### src/rtl/xor_gate_16b.sv
// Registered bitwise-XOR unit for the ALU: result plus zero, parity and Hamming-distance flags.
// All outputs come straight from flops; one pair accepted per cycle with single-cycle latency.
module xor_gate_16b #(
    parameter int WIDTH = 16
) (
    input  logic                             clk,
    input  logic                             rst_n,
    input  logic                             in_valid,
    input  logic [WIDTH-1:0]                 in1,
    input  logic [WIDTH-1:0]                 in2,
    output logic                             out_valid,
    output logic [WIDTH-1:0]                 out,
    output logic                             zero,
    output logic                             parity,
    output logic [$clog2(WIDTH+1)-1:0]       hamming
);

    localparam int HW = $clog2(WIDTH + 1);

    logic [WIDTH-1:0] xor_d;
    logic             zero_d;
    logic             parity_d;
    logic [HW-1:0]    hamming_d;

    logic             valid_q;
    logic [WIDTH-1:0] out_q;
    logic             zero_q;
    logic             parity_q;
    logic [HW-1:0]    hamming_q;

    // Every flag is derived from the single XOR vector so the outputs always agree.
    always_comb begin
        xor_d     = in1 ^ in2;
        zero_d    = (xor_d == '0);
        parity_d  = ^xor_d;
        hamming_d = '0;
        for (int i = 0; i < WIDTH; i++) begin
            hamming_d = hamming_d + HW'(xor_d[i]);
        end
    end

    always_ff @(posedge clk or negedge rst_n) begin
        if (!rst_n) begin
            valid_q   <= 1'b0;
            out_q     <= '0;
            zero_q    <= 1'b1;
            parity_q  <= 1'b0;
            hamming_q <= '0;
        end else begin
            valid_q <= in_valid;
            // Results only load on an accepted pair; idle cycles hold the last result.
            if (in_valid) begin
                out_q     <= xor_d;
                zero_q    <= zero_d;
                parity_q  <= parity_d;
                hamming_q <= hamming_d;
            end
        end
    end

    assign out_valid = valid_q;
    assign out       = out_q;
    assign zero      = zero_q;
    assign parity    = parity_q;
    assign hamming   = hamming_q;

endmodule

### config.mk
export PLATFORM = sky130hd
export DESIGN_NAME = xor_gate_16b
export DESIGN_NICKNAME = d
export VERILOG_FILES = /design/src/rtl/xor_gate_16b.sv
export SDC_FILE = /design/constraint.sdc
export NUM_CORES = 1
export LEC_CHECK = 0
export BUFFER_PORTS_ARGS = -buffer_cell sky130_fd_sc_hd__buf_2
export CORE_MARGIN = 2
export CORE_UTILIZATION = 44
export CTS_BUF_LIST = sky130_fd_sc_hd__clkbuf_4 sky130_fd_sc_hd__clkbuf_8 sky130_fd_sc_hd__clkbuf_16
export CTS_CLUSTER_SIZE = 10
export DETAILED_ROUTE_END_ITERATION = 10
export GPL_TIMING_DRIVEN = 0
export PLACE_DENSITY = 0.76
export SKIP_CTS_REPAIR_TIMING = 1
export SLEW_MARGIN = 20
export SYNTH_ARGS = -nofsm -noshare
export SYNTH_HDL_FRONTEND = slang
export SYNTH_SLANG_ARGS = --single-unit
### constraint.sdc
create_clock -name clk -period 0.8 [get_ports clk]
set_input_delay 0.04 -clock clk [delete_from_list [all_inputs] [get_ports clk]]
set_output_delay 0.04 -clock clk [all_outputs]
set_load 0.005 [all_outputs]
[Yosys cells after proc, flatten, opt, wreduce, memory -nomap -nowiden]
Index checks and enable logic that the tools add are counted.
Word-level totals
  input bits: 35
  register bits after elaboration: 24
  word-level logic and storage cells: 23
Operators by class
  add/sub/neg operators: 15
  bitwise operators: 1
  reduce and logical (&&, ||, !) cells: 2
Operators with widths (count)
  adder 5 x 1 -> 5 bit: 11
  logical NOT 16 bit: 1
  XOR reduction 16 bit: 1
  XOR 16 bit: 1
  adder 4 x 1 -> 5 bit: 1
  adder 3 x 1 -> 4 bit: 1
  adder 2 x 1 -> 3 bit: 1
  adder 1 x 1 -> 2 bit: 1

[Longest topological paths before layout]
  depth after elaboration: 16
  gate-level depth with buffers: 15

[Least setup slack after synthesis]
No wires, ideal clock.
  kind: input -> register
  from: input in2[0]
  to: register hamming_q[2] (netlist: hamming[2])
  path buffers: 0
  setup slack: -2.690 ns
  library setup time: 0.125 ns
  arrival: 3.365 ns
  stages on the path: 13
  cells stage by stage: xnor2_1 > inv_1 > fa_1 > inv_1 > fa_1 > fa_1 > inv_1 > fa_1 > ha_1 > inv_1 > fa_1 > xnor2_1 > mux2_2
On the way
  cells in the longest elaborated chain, start to end: 16
Ends and longest elaborated chain
  from (decl): RTL line 10  | input logic [WIDTH-1:0] in2,
  XOR 16 bit: RTL line 33  | xor_d = in1 ^ in2;
  net xor_d[0]: RTL line 20  | logic [WIDTH-1:0] xor_d;
  adder 1 x 1 -> 2 bit: RTL line 38  | hamming_d = hamming_d + HW'(xor_d[i]);
  adder 2 x 1 -> 3 bit: RTL line 38
  adder 3 x 1 -> 4 bit: RTL line 38
  adder 4 x 1 -> 5 bit: RTL line 38
  adder 5 x 1 -> 5 bit (11 in series): RTL line 38
  to (signal assigned): RTL line 56  | hamming_q <= hamming_d;
  to (decl): RTL line 29  | logic [HW-1:0] hamming_q;
The timed path passes the listed nets, and every way through them passes these cells.
A chain may end at the register's enable or synchronous reset.

[Worst setup path after layout]
  from: input in2[11]
  to: register hamming_q[2] (netlist: hamming[2])
On the way
  cells in the longest elaborated chain, start to end: 6
Ends and longest elaborated chain (RTL line)
  XOR 16 bit: 33
  net xor_d[11]: 20
  adder 5 x 1 -> 5 bit (5 in series): 38
The timed path passes the listed nets, and every way through them passes these cells.

==> impl_metrics.tcl <==
set metrics [dict create \
    grt_use_met3_pct 2.14 \
    path_class "primary input to flop" \
    rsz0062_at_grt "true" \
    initial_utilization_pct 46.3 \
    power_mw 6.40 \
    vias 1305 \
    netlist_instances 148 \
    grt_start_max_net_pins 25 \
    path_cells "buf_4 -> xnor2_4 -> inv_2 -> fa_1 -> fa_1 -> inv_2 -> fa_1 -> inv_1 -> fa_1 -> ha_4 -> inv_2 -> fa_2 -> xnor2_1 -> mux2_2" \
    p_leak_nw 1.21 \
    synth.most_common_cell "xnor2_1" \
    first_pass_iters 4 \
    drcViolationCount 0 \
    synthTopCellsByArea "dfrtp_1 37%, xnor2_1 14%, fa_1 13%" \
    design_area_sq_mm 0.00249 \
    areaGrowthSynthToFinish_pct 60.0 \
    critPathLaunch "in2[11]" \
    r2r_setup_slack_ns -0.09 \
    wire_per_inst_um 13.8 \
    cts_tree "built" \
    synth.cell_area_sq_mm 0.00156 \
    max-slew-margin-rel_pct 64.1 \
    fin_ws_ns -2.45 \
    required_ns 1.03 \
    worst-path-buf-inv 5 \
    syn_avg_cell_area_sq_um 10.5 \
    slew_violations 0 \
    synth_edf_count 0 \
    busiest_layer "met2" \
    synth-warning-count 0 \
    clk_latency_ns 0.32 \
    cts_inserted_buffers 3 \
    yosys-top-cells-count "25 x xnor2_1, 24 x inv_1, 23 x dfrtp_1, 18 x nor2_1, 17 x a21oi_1" \
    critPathArrivalTime_ns 3.48 \
    grtUsageMet1_pct 24.2 \
    dpl_cell_area_sq_mm 0.00214 \
    hold_path.class "primary input to flop" \
    violations "setup timing" \
    slowest_stage "fa_1" \
    path_max_fanout 3 \
    diodes 0 \
    synth-main-ff-cell "dfrtp_1" \
    status "finished, violations left" \
    final_nets 288 \
    cp-endpoint "hamming[2]" \
    root_buffer "clkbuf_4" \
    clk_path_buf_depth 2 \
    via_per_inst 4.75 \
    die_w_um 63.5 \
    htreeDepth 1 \
    ys_seq_area_share_pct 38.7 \
    postSynth.asyncResetShare_pct 100 \
    fin_util_pct 74.1 \
    antenna_found_initial 0 \
    track_usage_pct 17.6 \
    pwr_density_cell_mw_per_mm2 2570 \
    start_kind "primary input" \
    place_hpwl_mm 2.74 \
    hold_violations 0 \
    final.period_utilization_pct 406 \
    finalSetupViolations 30 \
    cp_num_cells 14 \
    ys_ff_latch 24 \
    overflow 0 \
    grt_pass1_wl_mm 5.57 \
    critical-path-max-stage-delay_ns 0.52 \
    drtAntennaViolNets 0 \
    seq_area_sq_um 602 \
    clock-sinks 24 \
    die_area_sq_mm 0.00403 \
    vdd_drop_max_mv 1.78 \
    multi_input_area_sq_mm 0.00121 \
    num_rows 21 \
    critPathCaptureType "flop" \
    synth.net_count 206 \
    drive_gt1_share_pct 54.1 \
    r2r_end "hamming[3]" \
    worstMarginPinSlew_ns 0.538 \
    r2r_start "hamming[3]" \
    port_buffers 58 \
    grt_pass1_vias 1201 \
    synth_top_area_cell "dfrtp_1" \
    core_sq_mm 0.00336 \
    skew_ns 0 \
    fillers 245 \
    die_h_um 63.5 \
    use_met2_pct 29.1 \
    reg2reg_depth 2 \
    max_freq_ghz 0.308 \
    drtIter0Drc 41 \
    gp_congestion 0.841 \
    yosysTopAreaCellShare_pct 37.0 \
    netlist-cell-type-count 20 \
    crit_top_cell "fa_1" \
    clkTransAtPathRegs_ns 0.15 \
    maxCapViolCount 0 \
    cp_top_family "adder cells" \
    ios 59 \
    totalWireLength_mm 3.78 \
    period_minus_slack_ns 3.25 \
]
-- logic make-up after synthesis --
group	after synthesis	share of synthesized area, %
AND/OR/NAND/NOR	21	5.55
adder cells (fa/ha/maj)	23	23.3
XOR/XNOR	25	14.1
multiplexers	5	3.78
flip-flops	24	38.7
buffers and inverters	29	7.31
AO/OA/AOI/OAI	21	7.32
-- where the power goes --
| group | switching (mW) | leakage [nW] | internal (mW) | total (mW) |
|---|---|---|---|---|
| sequential | 0.115 | 0.272 | 1.48 | 1.59 |
| combinational | 1.84 | 0.915 | 2.37 | 4.21 |
| clock | 0.368 | 0.0184 | 0.229 | 0.597 |
| total | 2.32 | 1.21 | 4.07 | 6.40 |
-- registers in the layout (all words and copies together), names as in the netlist --
name	flops
out	16
hamming	5
out_valid	1
parity	1
zero	1
-- layer usage --
layer,share of wire (%),up-vias
li1,-,625
met1,42,633
met2,52,41
met3,4.0,6
met4,1.7,0
met5,0,-
-- tightest hold or removal path: cells and delay by family --
kind | cells | cell delay, ns
buffers and inverters | 1 | 0.10
XOR/XNOR | 1 | 0.13
AO/OA/AOI/OAI | 1 | 0.08
-- layout make-up --
cell class | instances | area share [%]
well taps | 46 | 2.31
clock buffers | 4 | 1.21
multi-input cells | 95 | 48.7
inverters | 24 | 3.62
repair buffers | 77 | 19.1
flip-flops and latches | 24 | 24.2
plain buffers | 5 | 0.954
-- cells in the final DEF (no fill, tap or decap), drive strengths merged, types with 2 or more instances in the layout --
master and count:
xnor2 25, dlygate4sd3 2, inv 24, dfrtp 23, nand4 2, buf 78
nor2 18, mux2 4, ha 13, clkbuf 6, a21oi 18, fa 10
-- how the worst min path moves through the flow --
| stage | slack [ns] | start | endpoint | cells past startpoint |
|---|---|---|---|---|
| 6_report | 0.04 | in1[2] | out[2] | 3 |
| 3_5_place_dp | 0.05 | rst_n | hamming[0] | 1 |
| 2_1_floorplan | -0.26 | rst_n | hamming[0] | 0 |
| 3_3_place_gp | 0.04 | rst_n | out_valid | 1 |
| 4_1_cts | -0.31 | rst_n | hamming[0] | 1 |
| 5_1_grt | 0.04 | in1[2] | out[2] | 3 |
-- per-stage QoR --
step,TNS [ns],worst slack [ns],hold slack [ns],instances
global placement,-16.68,-2.78,0.0418,252
detailed placement,-17.80,-2.83,0.0538,252
floorplan,-12.22,-2.52,-0.256,148
CTS,-14.08,-2.48,-0.308,256
finish,-13.73,-2.45,0.0424,275
global route,-15.34,-2.57,0.0366,275
Power figures use the tool's default switching activity.
